<file path="src/rtl/alu_pkg.sv">
// Shared types for the multi-cycle accumulator ALU: opcodes, FSM states, flag bit positions.
package alu_pkg;

  typedef enum logic [3:0] {
    OP_NOP   = 4'h0,
    OP_LOAD  = 4'h1,
    OP_ADD   = 4'h2,
    OP_SUB   = 4'h3,
    OP_AND   = 4'h4,
    OP_OR    = 4'h5,
    OP_XOR   = 4'h6,
    OP_NOT   = 4'h7,
    OP_SHR   = 4'h8,
    OP_SHL   = 4'h9,
    OP_LDI   = 4'hA,
    OP_ADDI  = 4'hB,
    OP_STORE = 4'hC,
    OP_ASRN  = 4'hD,
    OP_MUL   = 4'hE,
    OP_PASS  = 4'hF
  } opcode_t;

  typedef enum logic [1:0] {
    IDLE = 2'd0,
    BUSY = 2'd1,
    DONE = 2'd2
  } state_t;

  localparam int FLAG_Z = 3;
  localparam int FLAG_N = 2;
  localparam int FLAG_C = 1;
  localparam int FLAG_V = 0;

  // Opcode fields wider than four bits map codes above 15 onto pass-A.
  function automatic opcode_t decode_op(input logic [31:0] field);
    logic [31:0] f;
    f = field;
    return (f < 32'd16) ? opcode_t'(f[3:0]) : OP_PASS;
  endfunction

endpackage

</file>
<file path="src/rtl/alu_mul_seq.sv">
// Iterative signed multiplier: shift-add on magnitudes over DATA_SIZE cycles (built only with ALU_MUL_EN).
module alu_mul_seq
  #(parameter int DATA_SIZE = 8)
  (
    input  logic                 clk,
    input  logic                 rst,
    input  logic                 start,
    input  logic [DATA_SIZE-1:0] a,
    input  logic [DATA_SIZE-1:0] b,
    output logic                 done,
    output logic [DATA_SIZE-1:0] prod,
    output logic                 ovf
  );

  localparam int W  = DATA_SIZE;
  localparam int CW = $clog2(DATA_SIZE);

  logic              busy_q, busy_d;
  logic              neg_q, neg_d;
  logic [CW-1:0]     cnt_q, cnt_d;
  logic [2*W-1:0]    mcand_q, mcand_d;
  logic [2*W-1:0]    acc_q, acc_d;
  logic [W-1:0]      mplier_q, mplier_d;
  logic [W-1:0]      a_mag, b_mag;
  logic [2*W-1:0]    acc_nx, full;

  always_comb begin
    a_mag  = a[W-1] ? -a : a;
    b_mag  = b[W-1] ? -b : b;
    acc_nx = acc_q + (mplier_q[0] ? mcand_q : '0);
    full   = neg_q ? -acc_nx : acc_nx;
    done   = busy_q && (cnt_q == CW'(W-1));
    prod   = full[W-1:0];
    // Fits DATA_SIZE signed only when the upper half plus the sign bit are all equal.
    ovf    = !((&full[2*W-1:W-1]) || !(|full[2*W-1:W-1]));

    busy_d   = busy_q;
    neg_d    = neg_q;
    cnt_d    = cnt_q;
    mcand_d  = mcand_q;
    mplier_d = mplier_q;
    acc_d    = acc_q;
    if (start) begin
      busy_d   = 1'b1;
      neg_d    = a[W-1] ^ b[W-1];
      cnt_d    = '0;
      mcand_d  = (2*W)'(a_mag);
      mplier_d = b_mag;
      acc_d    = '0;
    end else if (busy_q) begin
      acc_d    = acc_nx;
      mcand_d  = mcand_q << 1;
      mplier_d = mplier_q >> 1;
      cnt_d    = cnt_q + CW'(1);
      if (done) busy_d = 1'b0;
    end
  end

  always_ff @(posedge clk or posedge rst) begin
    if (rst) begin
      busy_q   <= 1'b0;
      neg_q    <= 1'b0;
      cnt_q    <= '0;
      mcand_q  <= '0;
      mplier_q <= '0;
      acc_q    <= '0;
    end else begin
      busy_q   <= busy_d;
      neg_q    <= neg_d;
      cnt_q    <= cnt_d;
      mcand_q  <= mcand_d;
      mplier_q <= mplier_d;
      acc_q    <= acc_d;
    end
  end

endmodule

</file>
<file path="src/rtl/alu_mc.sv">
// Multi-cycle accumulator ALU with registered result/flags and valid/ready on both sides.
// Define ALU_MUL_EN to build the iterative multiplier for opcode 1110; otherwise it passes A.
module alu_mc
  import alu_pkg::*;
  #(
    parameter int DATA_SIZE   = 8,
    parameter int OPCODE_SIZE = 4,
    parameter int INSTR_SIZE  = 12
  )
  (
    input  logic                  clk,
    input  logic                  rst,
    input  logic                  in_valid,
    output logic                  in_ready,
    input  logic [INSTR_SIZE-1:0] instr,
    input  logic [DATA_SIZE-1:0]  acc,
    input  logic [DATA_SIZE-1:0]  mem_data,
    output logic                  out_valid,
    input  logic                  out_ready,
    output logic [DATA_SIZE-1:0]  alu_out,
    output logic                  we_alu,
    output logic [3:0]            flags
  );

  localparam int W     = DATA_SIZE;
  localparam int IMM_W = INSTR_SIZE - OPCODE_SIZE;
  localparam int CW    = $clog2(DATA_SIZE);

  state_t           state_q, state_d;
  opcode_t          op_q, op_d, op_dec;
  logic [W-1:0]     res_q, res_d;
  logic [3:0]       flags_q, flags_d;
  logic             we_q, we_d;
  logic [CW-1:0]    cnt_q, cnt_d;

  logic [OPCODE_SIZE-1:0] op_field;
  logic [W-1:0]     imm_ext, alu_res, asrn_sh;
  logic [W:0]       sum;
  logic             alu_c, alu_v, accept;

`ifdef ALU_MUL_EN
  logic             mul_start, mul_done, mul_ovf;
  logic [W-1:0]     mul_prod;

  assign mul_start = accept && (op_dec == OP_MUL);

  alu_mul_seq #(.DATA_SIZE(DATA_SIZE)) u_mul (
    .clk   (clk),
    .rst   (rst),
    .start (mul_start),
    .a     (acc),
    .b     (mem_data),
    .done  (mul_done),
    .prod  (mul_prod),
    .ovf   (mul_ovf)
  );
`endif

  function automatic logic [3:0] mk_flags(input logic [W-1:0] r, input logic c, input logic v);
    logic [3:0] f;
    f         = '0;
    f[FLAG_Z] = (r == '0);
    f[FLAG_N] = r[W-1];
    f[FLAG_C] = c;
    f[FLAG_V] = v;
    return f;
  endfunction

  // Single-cycle datapath, evaluated on the live operands so the result is captured at accept.
  always_comb begin
    op_field = instr[INSTR_SIZE-1 -: OPCODE_SIZE];
    op_dec   = decode_op(32'(op_field));
    imm_ext  = W'($signed(instr[IMM_W-1:0]));
    // NOTE: every combinational output gets a default first, so no path can infer a latch.
    sum      = '0;
    alu_res  = acc;
    alu_c    = 1'b0;
    alu_v    = 1'b0;
    unique case (op_dec)
      OP_LOAD:  alu_res = mem_data;
      OP_ADD: begin
        sum     = {1'b0, acc} + {1'b0, mem_data};
        alu_res = sum[W-1:0];
        alu_c   = sum[W];
        alu_v   = (acc[W-1] == mem_data[W-1]) && (alu_res[W-1] != acc[W-1]);
      end
      OP_SUB: begin
        sum     = {1'b0, acc} - {1'b0, mem_data};
        alu_res = sum[W-1:0];
        alu_c   = !sum[W];
        alu_v   = (acc[W-1] != mem_data[W-1]) && (alu_res[W-1] != acc[W-1]);
      end
      OP_AND:   alu_res = acc & mem_data;
      OP_OR:    alu_res = acc | mem_data;
      OP_XOR:   alu_res = acc ^ mem_data;
      OP_NOT:   alu_res = ~acc;
      OP_SHR: begin
        alu_res = {1'b0, acc[W-1:1]};
        alu_c   = acc[0];
      end
      OP_SHL: begin
        alu_res = {acc[W-2:0], 1'b0};
        alu_c   = acc[W-1];
      end
      OP_LDI:   alu_res = imm_ext;
      OP_ADDI: begin
        sum     = {1'b0, acc} + {1'b0, imm_ext};
        alu_res = sum[W-1:0];
        alu_c   = sum[W];
        alu_v   = (acc[W-1] == imm_ext[W-1]) && (alu_res[W-1] != acc[W-1]);
      end
      default:  alu_res = acc;
    endcase
  end

  always_comb begin
    in_ready = (state_q == IDLE) || ((state_q == DONE) && out_ready);
    accept   = in_valid && in_ready;
    asrn_sh  = {res_q[W-1], res_q[W-1:1]};

    state_d  = state_q;
    op_d     = op_q;
    res_d    = res_q;
    flags_d  = flags_q;
    we_d     = we_q;
    cnt_d    = cnt_q;

    unique case (state_q)
      BUSY: begin
        if (op_q == OP_ASRN) begin
          res_d = asrn_sh;
          cnt_d = cnt_q - CW'(1);
          if (cnt_q == CW'(1)) begin
            state_d = DONE;
            flags_d = mk_flags(asrn_sh, res_q[0], 1'b0);
          end
        end
`ifdef ALU_MUL_EN
        else if (mul_done) begin
          state_d = DONE;
          res_d   = mul_prod;
          flags_d = mk_flags(mul_prod, 1'b0, mul_ovf);
        end
`endif
      end
      DONE: begin
        if (out_ready) begin
          state_d = IDLE;
          we_d    = 1'b0;
        end
      end
      default: ;
    endcase

    if (accept) begin
      op_d = op_dec;
      we_d = (op_dec == OP_STORE);
      if ((op_dec == OP_ASRN) && (imm_ext[CW-1:0] != '0)) begin
        state_d = BUSY;
        res_d   = acc;
        cnt_d   = imm_ext[CW-1:0];
      end
`ifdef ALU_MUL_EN
      else if (op_dec == OP_MUL) begin
        state_d = BUSY;
      end
`endif
      else begin
        state_d = DONE;
        res_d   = alu_res;
        flags_d = mk_flags(alu_res, alu_c, alu_v);
      end
    end
  end

  // NOTE: sequential state uses non-blocking assignment only; the comb blocks above use blocking.
  always_ff @(posedge clk or posedge rst) begin
    if (rst) begin
      state_q <= IDLE;
      op_q    <= OP_NOP;
      res_q   <= '0;
      flags_q <= '0;
      we_q    <= 1'b0;
      cnt_q   <= '0;
    end else begin
      state_q <= state_d;
      op_q    <= op_d;
      res_q   <= res_d;
      flags_q <= flags_d;
      we_q    <= we_d;
      cnt_q   <= cnt_d;
    end
  end

  assign out_valid = (state_q == DONE);
  assign alu_out   = res_q;
  assign flags     = flags_q;
  assign we_alu    = we_q;

endmodule

</file>
<file path="config.mk">
export PLATFORM = sky130hd
export DESIGN_NAME = alu_mc
export DESIGN_NICKNAME = d
export VERILOG_FILES = /design/src/rtl/alu_pkg.sv /design/src/rtl/alu_mul_seq.sv /design/src/rtl/alu_mc.sv
export SDC_FILE = /design/constraint.sdc
export NUM_CORES = 1
export LEC_CHECK = 0
export ABC_AREA = 1
export CORE_MARGIN = 1.5
export CORE_UTILIZATION = 60
export DETAILED_ROUTE_END_ITERATION = 10
export DONT_BUFFER_PORTS = 1
export HOLD_SLACK_MARGIN = 0.1
export PLACE_DENSITY = 0.77
export SYNTH_ARGS = -nofsm -noshare
export SYNTH_HDL_FRONTEND = slang
export SYNTH_SLANG_ARGS = --single-unit
export TNS_END_PERCENT = 100
</file>
<file path="constraint.sdc">
create_clock -name clk -period 1.95 [get_ports clk]
set_clock_uncertainty 0.2 [all_clocks]
set_input_delay 0.39 -clock clk [delete_from_list [all_inputs] [get_ports clk]]
set_output_delay 0.39 -clock clk [all_outputs]
set_load 0.01 [all_outputs]
</file>
== Word-level counts from Yosys, hierarchy flattened ==
Index checks and enable logic that the tools add are counted.

* $add $sub $neg: 4
* Multiply operators: 0
* Divide/modulo/power cells: 0
* Order comparisons: 0
* Eq/ne operators: 26
* Shifts and indexed selects: 0
* Multiplexer cells: 25
* Bitwise operators: 4
* Reduce and logical (&&, ||, !) cells: 20

{| class="wikitable"
|+ Operator list
! kind !! count
|-
| 8-bit one-hot mux with 11 select lines || 1
|-
| 4-bit equality test (second input constant) || 7
|-
| 4-bit two-way mux || 5
|-
| 8-bit by 8-bit adder with 9-bit output || 2
|-
| 4-bit by 3-bit equality test with 1-bit output (second input constant) || 4
|-
| 8-bit logical NOT || 2
|-
| 8-bit two-way mux || 2
|-
| 7-bit two-way mux || 2
|-
| 3-bit two-way mux || 4
|-
| 2-bit two-way mux || 5
|-
| 8-bit by 8-bit subtractor with 9-bit output || 1
|-
| 8-bit AND || 1
|-
| 4-bit by 2-bit equality test with 1-bit output (second input constant) || 2
|-
| 8-bit inverter || 1
|-
| 8-bit bitwise OR || 1
|-
| 2-bit nonzero test || 4
|-
| 8-bit bitwise XOR || 1
|-
| 1-bit logical AND || 6
|-
| 3-bit != test (second input constant) || 2
|-
| 3-bit nonzero test || 2
|-
| 1-bit one-hot mux with 5 select lines || 1
|-
| 4-bit by 1-bit equality test with 1-bit output (second input constant) || 1
|-
| 1-bit != test || 4
|-
| 2-bit one-hot mux with 2 select lines || 1
|-
| other kinds (13) || 17
|}

* Register bits: 22
* Latch bits: 0
* RAM bits: 0
* Bits in read-only memories: 0
* Input bits: 32
* Logic and storage cells: 86
* Memories: 0

== Depth between registers and ports, before layout ==
* Word-level depth: 6
* Mapped depth: 17
* Depth with buffers taken out: 17

== Worst setup path after synthesis ==
OpenSTA, ideal clock, no wires.

* Path type: input to register
* Start: in acc[0]
* End: reg flags_q[3] (netlist: flags[3])
* Setup time: 0.073 ns
* Arrival: 1.899 ns
* Data required time: 1.677 ns
* Slack: -0.222 ns
* Stages on the path: 17
* Buffers on the path: 0
* Cells stage by stage: inv_1 ha_1 inv_1 fa_1 inv_1 nand2_1 nand3_1 nand2_1 nor2_1 nand3_1 nand2_1 inv_1 nor2_1 nand3_1 nor2_1 nand2_1 a21oi_2

* Cells in the longest elaborated chain, start to end: 5
* Elaborated cells between the ends (all ways): 11
* Classes of those cells: add/sub: 3; mux: 3; bitwise: 4; reduce/logical: 1

{| class="wikitable"
|+ RTL lines
! what !! line !! RTL
|-
| start: declaration || alu_mc.sv:16 || <nowiki>input logic [DATA_SIZE-1:0] acc,</nowiki>
|-
| 8-bit by 8-bit adder with 9-bit output, or another cell as far along || alu_mc.sv:107 || <nowiki>sum = {1'b0, acc} + {1'b0, imm_ext};</nowiki>
|-
| 8-bit one-hot mux with 11 select lines * || alu_mc.sv:79 || <nowiki>unique case (op_dec)</nowiki>
|-
| 8-bit logical NOT * || alu_mc.sv:62 || <nowiki>f[FLAG_Z] = (r == '0);</nowiki>
|-
| 4-bit two-way mux * || alu_mc.sv:158 || <nowiki>if ((op_dec == OP_ASRN) && (imm_ext[CW-1:0] != '0)) begin</nowiki>
|-
| 4-bit two-way mux * || alu_mc.sv:155 || <nowiki>if (accept) begin</nowiki>
|-
| via flags_d[3] || alu_mc.sv:32 || <nowiki>logic [3:0] flags_q, flags_d;</nowiki>
|-
| end signal: assignment || alu_mc.sv:189 || <nowiki>flags_q <= flags_d;</nowiki>
|-
| end: declaration || alu_mc.sv:32 ||
|}

Mark *: on every way through the listed nets, which the timed path passes. The rest lies on a longest branch.
A chain may end at the register's enable or synchronous reset.

== Final worst setup path ==
* Start: in instr[0]
* End: reg flags_q[1] (netlist: flags[1])

* Cells in the longest elaborated chain, start to end: 4
* Elaborated cells between the ends (all ways): 6
* Classes of those cells: add/sub: 1; mux: 3; reduce/logical: 2

{| class="wikitable"
|+ RTL lines
! what !! line !! RTL
|-
| start: declaration || alu_mc.sv:15 || <nowiki>input logic [INSTR_SIZE-1:0] instr,</nowiki>
|-
| 8-bit by 8-bit adder with 9-bit output / 3-bit nonzero test (equally long branches) || alu_mc.sv:107, alu_mc.sv:158 ||
|-
| 1-bit one-hot mux with 5 select lines / 1-bit logical AND (equally long branches) || alu_mc.sv:79, alu_mc.sv:158 ||
|-
| 4-bit two-way mux * || alu_mc.sv:158 ||
|-
| 4-bit two-way mux * || alu_mc.sv:155 ||
|-
| via flags_d[1] || alu_mc.sv:32 ||
|}

Marked as above.

==> results.json <==
{
  "status": "complete, but fails checks",
  "violations": "negative setup slack",
  "area_delta_synth_final_pct": 31.30,
  "placementRows": 27,
  "post_drt_via_cell_ratio": 5.982,
  "netlist_area_um2": 3446,
  "ys_top_cells_by_area": "nand2_1 19%, dfrtp_1 16%, ha_1 15%",
  "ctsLongestPathBuffers": 2,
  "critPathRequiredTime_ns": 1.90,
  "cts_inserted_buffers": 3,
  "clockRootBuffer": "clkbuf_8",
  "critPathArrivalTime_ns": 2.05,
  "synth_top_area_share": 0.1950,
  "switching_share": 0.3822,
  "p_switching_w": 0.0006285,
  "syn_nets": 651,
  "initialDrtViolationCount": 412,
  "syn_avg_cell_area_um2": 5.982,
  "clkTransAtPathRegs_ns": 0.07,
  "drive_gt1_frac": 0.2629,
  "grt_pass1_wl_um": 19030,
  "dp_cells": 714,
  "r2r-end": "state_q[1]",
  "seqPwrFrac": 0.300,
  "crit_path_end_kind": "register",
  "grt_util_all_layers": 0.3867,
  "num_antenna_cells": 0,
  "multi_input_area_um2": 2804,
  "min_from": "instr[2]",
  "p_comb_frac": 0.507,
  "power_w": 0.001644,
  "totalWireLength_um": 12570,
  "wl_met2_um": 6141,
  "p_per_area_nw_per_um2": 363.5,
  "core_um2": 5540,
  "grt_max_degree": 23,
  "slew_viol_final": 0,
  "firstDrtPassIters": 6,
  "ys.flop_type": "dfrtp_1",
  "vias": 4367,
  "hold_viol": 0,
  "cts_tree": "done",
  "rsz0062_at_grt": "true",
  "cts.sinks": 22,
  "setup_violations": 2,
  "crit_start": "instr[0]",
  "ys_ff_latch": 22,
  "initial_utilization": 0.6220,
  "dieArea_um2": 6206,
  "numPortBuffers": 0,
  "start_kind": "input pin",
  "gp_congestion": 0.9857,
  "syn_inst": 576,
  "wl_met1_um": 4831,
  "whs_endpoint": "cnt_q[2]",
  "wl_met3_um": 1055,
  "route.detailed.drc": 0,
  "dp_hpwl_um": 9471,
  "intPower_w": 0.001016,
  "critPathKind": "input pin to register",
  "die_h_um": 78.78,
  "synthArstFlopShare": 1.000,
  "r2r_cells": 10,
  "yosys.area.top_type": "nand2_1",
  "timing.final.ws_setup_ns": -0.1500,
  "holdPathStages": 2,
  "pwr-share-clk": 0.193,
  "clock_latency_ns": 0.26,
  "fin_area_um2": 4524,
  "top_layer": "met4",
  "grt_pass1_vias": 4082,
  "synth_cell_types": 41,
  "io_pins": 47,
  "antenna_found_initial": 0,
  "wire_per_inst_um": 17.22,
  "max_cap_viol_count": 0,
  "min_period_over_period": 1.077,
  "overflow": 0,
  "seq_area_um2": 550.5,
  "synth_edf_count": 0,
  "die_w_um": 78.78,
  "tightest_slew_ns": 0.3644,
  "slew-limit-headroom": 0.7568,
  "cp_max_fo": 4,
  "yosysWarnings": 0,
  "p_leak_nw": 2.404,
  "ir_drop_uv": 377.1,
  "layout.cells.non_filler": 730,
  "num-nets-final": 734,
  "fin_crit_ns": 2.100,
  "fill_cells": 410,
  "min_path_type": "input pin to register",
  "placed_area_um2": 4129,
  "seq_area_frac_synth": 0.1598,
  "drtAntennaViolNets": 0,
  "fmax_ghz": 0.4762,
  "htreeDepth": 1,
  "r2r_start": "state_q[1]",
  "r2r_slack_ns": 0.01
}
[final cells by class]
cell class	count	share of cell area
timing repair buffer	88	0.1538
inverter	79	0.07273
sequential	22	0.1217
clock buffer	4	0.01217
multi-input combinational	465	0.6197
tap	72	0.01991
[state kept, by name (all words and copies together) (netlist names)]
| name | cells |
|---|---|
| we_alu | 1 |
| alu_out | 8 |
| op_q | 4 |
| flags | 4 |
| state_q | 2 |
| cnt_q | 3 |
[power by group through the flow]
| stage | Clock, W | Sequential, W | Combinational [W] |
|---|---|---|---|
| after floorplan | 0 | 0.000497 | 0.000468 |
| after global placement | 0 | 0.000501 | 0.000690 |
| after detailed placement | 0 | 0.000502 | 0.000708 |
| after CTS | 0.000318 | 0.000493 | 0.000729 |
| after global routing | 0.000332 | 0.000495 | 0.000914 |
| final | 0.000317 | 0.000493 | 0.000834 |
[through the flow]
stage / utilization / setup WS (ns) / TNS (ns) / hold WS, ns
2_1_floorplan: - / -0.1239 / -0.2965 / 0.1792
3_3_place_gp: 0.7453 / -0.4142 / -3.009 / 0.1251
3_5_place_dp: 0.7453 / -0.4320 / -3.372 / 0.1349
4_1_cts: 0.7669 / -0.06122 / -0.08380 / 0.1077
5_1_grt: 0.8166 / -0.2414 / -0.6795 / 0.1094
6_report: 0.8166 / -0.1500 / -0.2299 / 0.1068
[worst max-delay path: stages]
cell and delay (ns):
ha_4 0.15, fa_2 0.35, nand2_2 0.09, nand2_2 0.07
nand3b_1 0.14, nand2_1 0.07, nand2_1 0.08, nand2_1 0.05
a21oi_1 0.11, nor2_1 0.06, a21oi_1 0.14, nand4_1 0.15
nand2_1 0.12, nand2_1 0.06
[Yosys cell counts, drive strengths merged, types with 3 or more instances]
library cell	n
nand3	61
nor3	4
inv	78
a21oi	25
nand2	185
o22ai	3
o21ai	22
o211ai	4
nand4	18
ha	40
clkbuf	3
xor2	3
buf	7
dfrtp	22
fa	3
nor2	83
[cells by family (layout without fill, tap and decap cells)]
group	count (synthesis)	after routing	share of synthesized area
and+or+nand+nor	355	355	0.4542
AOI/OAI and AO/OA	64	64	0.1089
DFF	22	22	0.1598
xor gates and xnor gates	3	3	0.007627
adders and majority gates	43	43	0.1627
buffers and inverters	89	171	0.1068
[timing repair]
| action | 4_1_cts | 5_1_grt |
|---|---|---|
| resized for setup | 6 | 57 |
| endpoints found under the hold margin | 23 | 0 |
| hold buffers | 2 | 0 |
| pin swaps | 9 | 23 |
| setup buffers | 3 | 7 |
| setup endpoints to repair | 7 | 16 |
[worst max path at each step]
stage / depth (start not counted) / end
2_1_floorplan: 15 / flags[3]
3_3_place_gp: 14 / flags[3]
3_5_place_dp: 14 / flags[3]
4_1_cts: 14 / flags[1]
5_1_grt: 14 / flags[1]
6_report: 14 / flags[1]
[layer usage]
layer,track usage,up-vias
met1,0.4582,2003
met5,0,-
met2,0.6569,287
met3,0.06782,58
met4,0.2161,0
li1,-,2019
[placed cells by master (no fill, tap or decap), types with 2 or more instances in the layout]
cell type	instances
xor2_1	3
a21oi_2	5
buf_4	81
buf_6	2
ha_2	2
clkbuf_8	4
inv_2	8
nand4_1	18
nand2_1	170
nand3b_1	2
inv_8	2
ha_4	10
o21ai_1	4
nor2_4	8
nand2_4	6
nand3_1	54
nor2_2	11
o21ai_0	16
nand2_2	9
buf_12	2
nor3_1	4
dlygate4sd3_1	2
fa_2	3
inv_1	64
o22ai_1	3
dfrtp_1	22
nand3_2	7
nor2_1	63
clkinvlp_4	4
o21ai_2	2
a21oi_1	20
o211ai_1	4
ha_1	28
(Power assumes the default switching activity.)
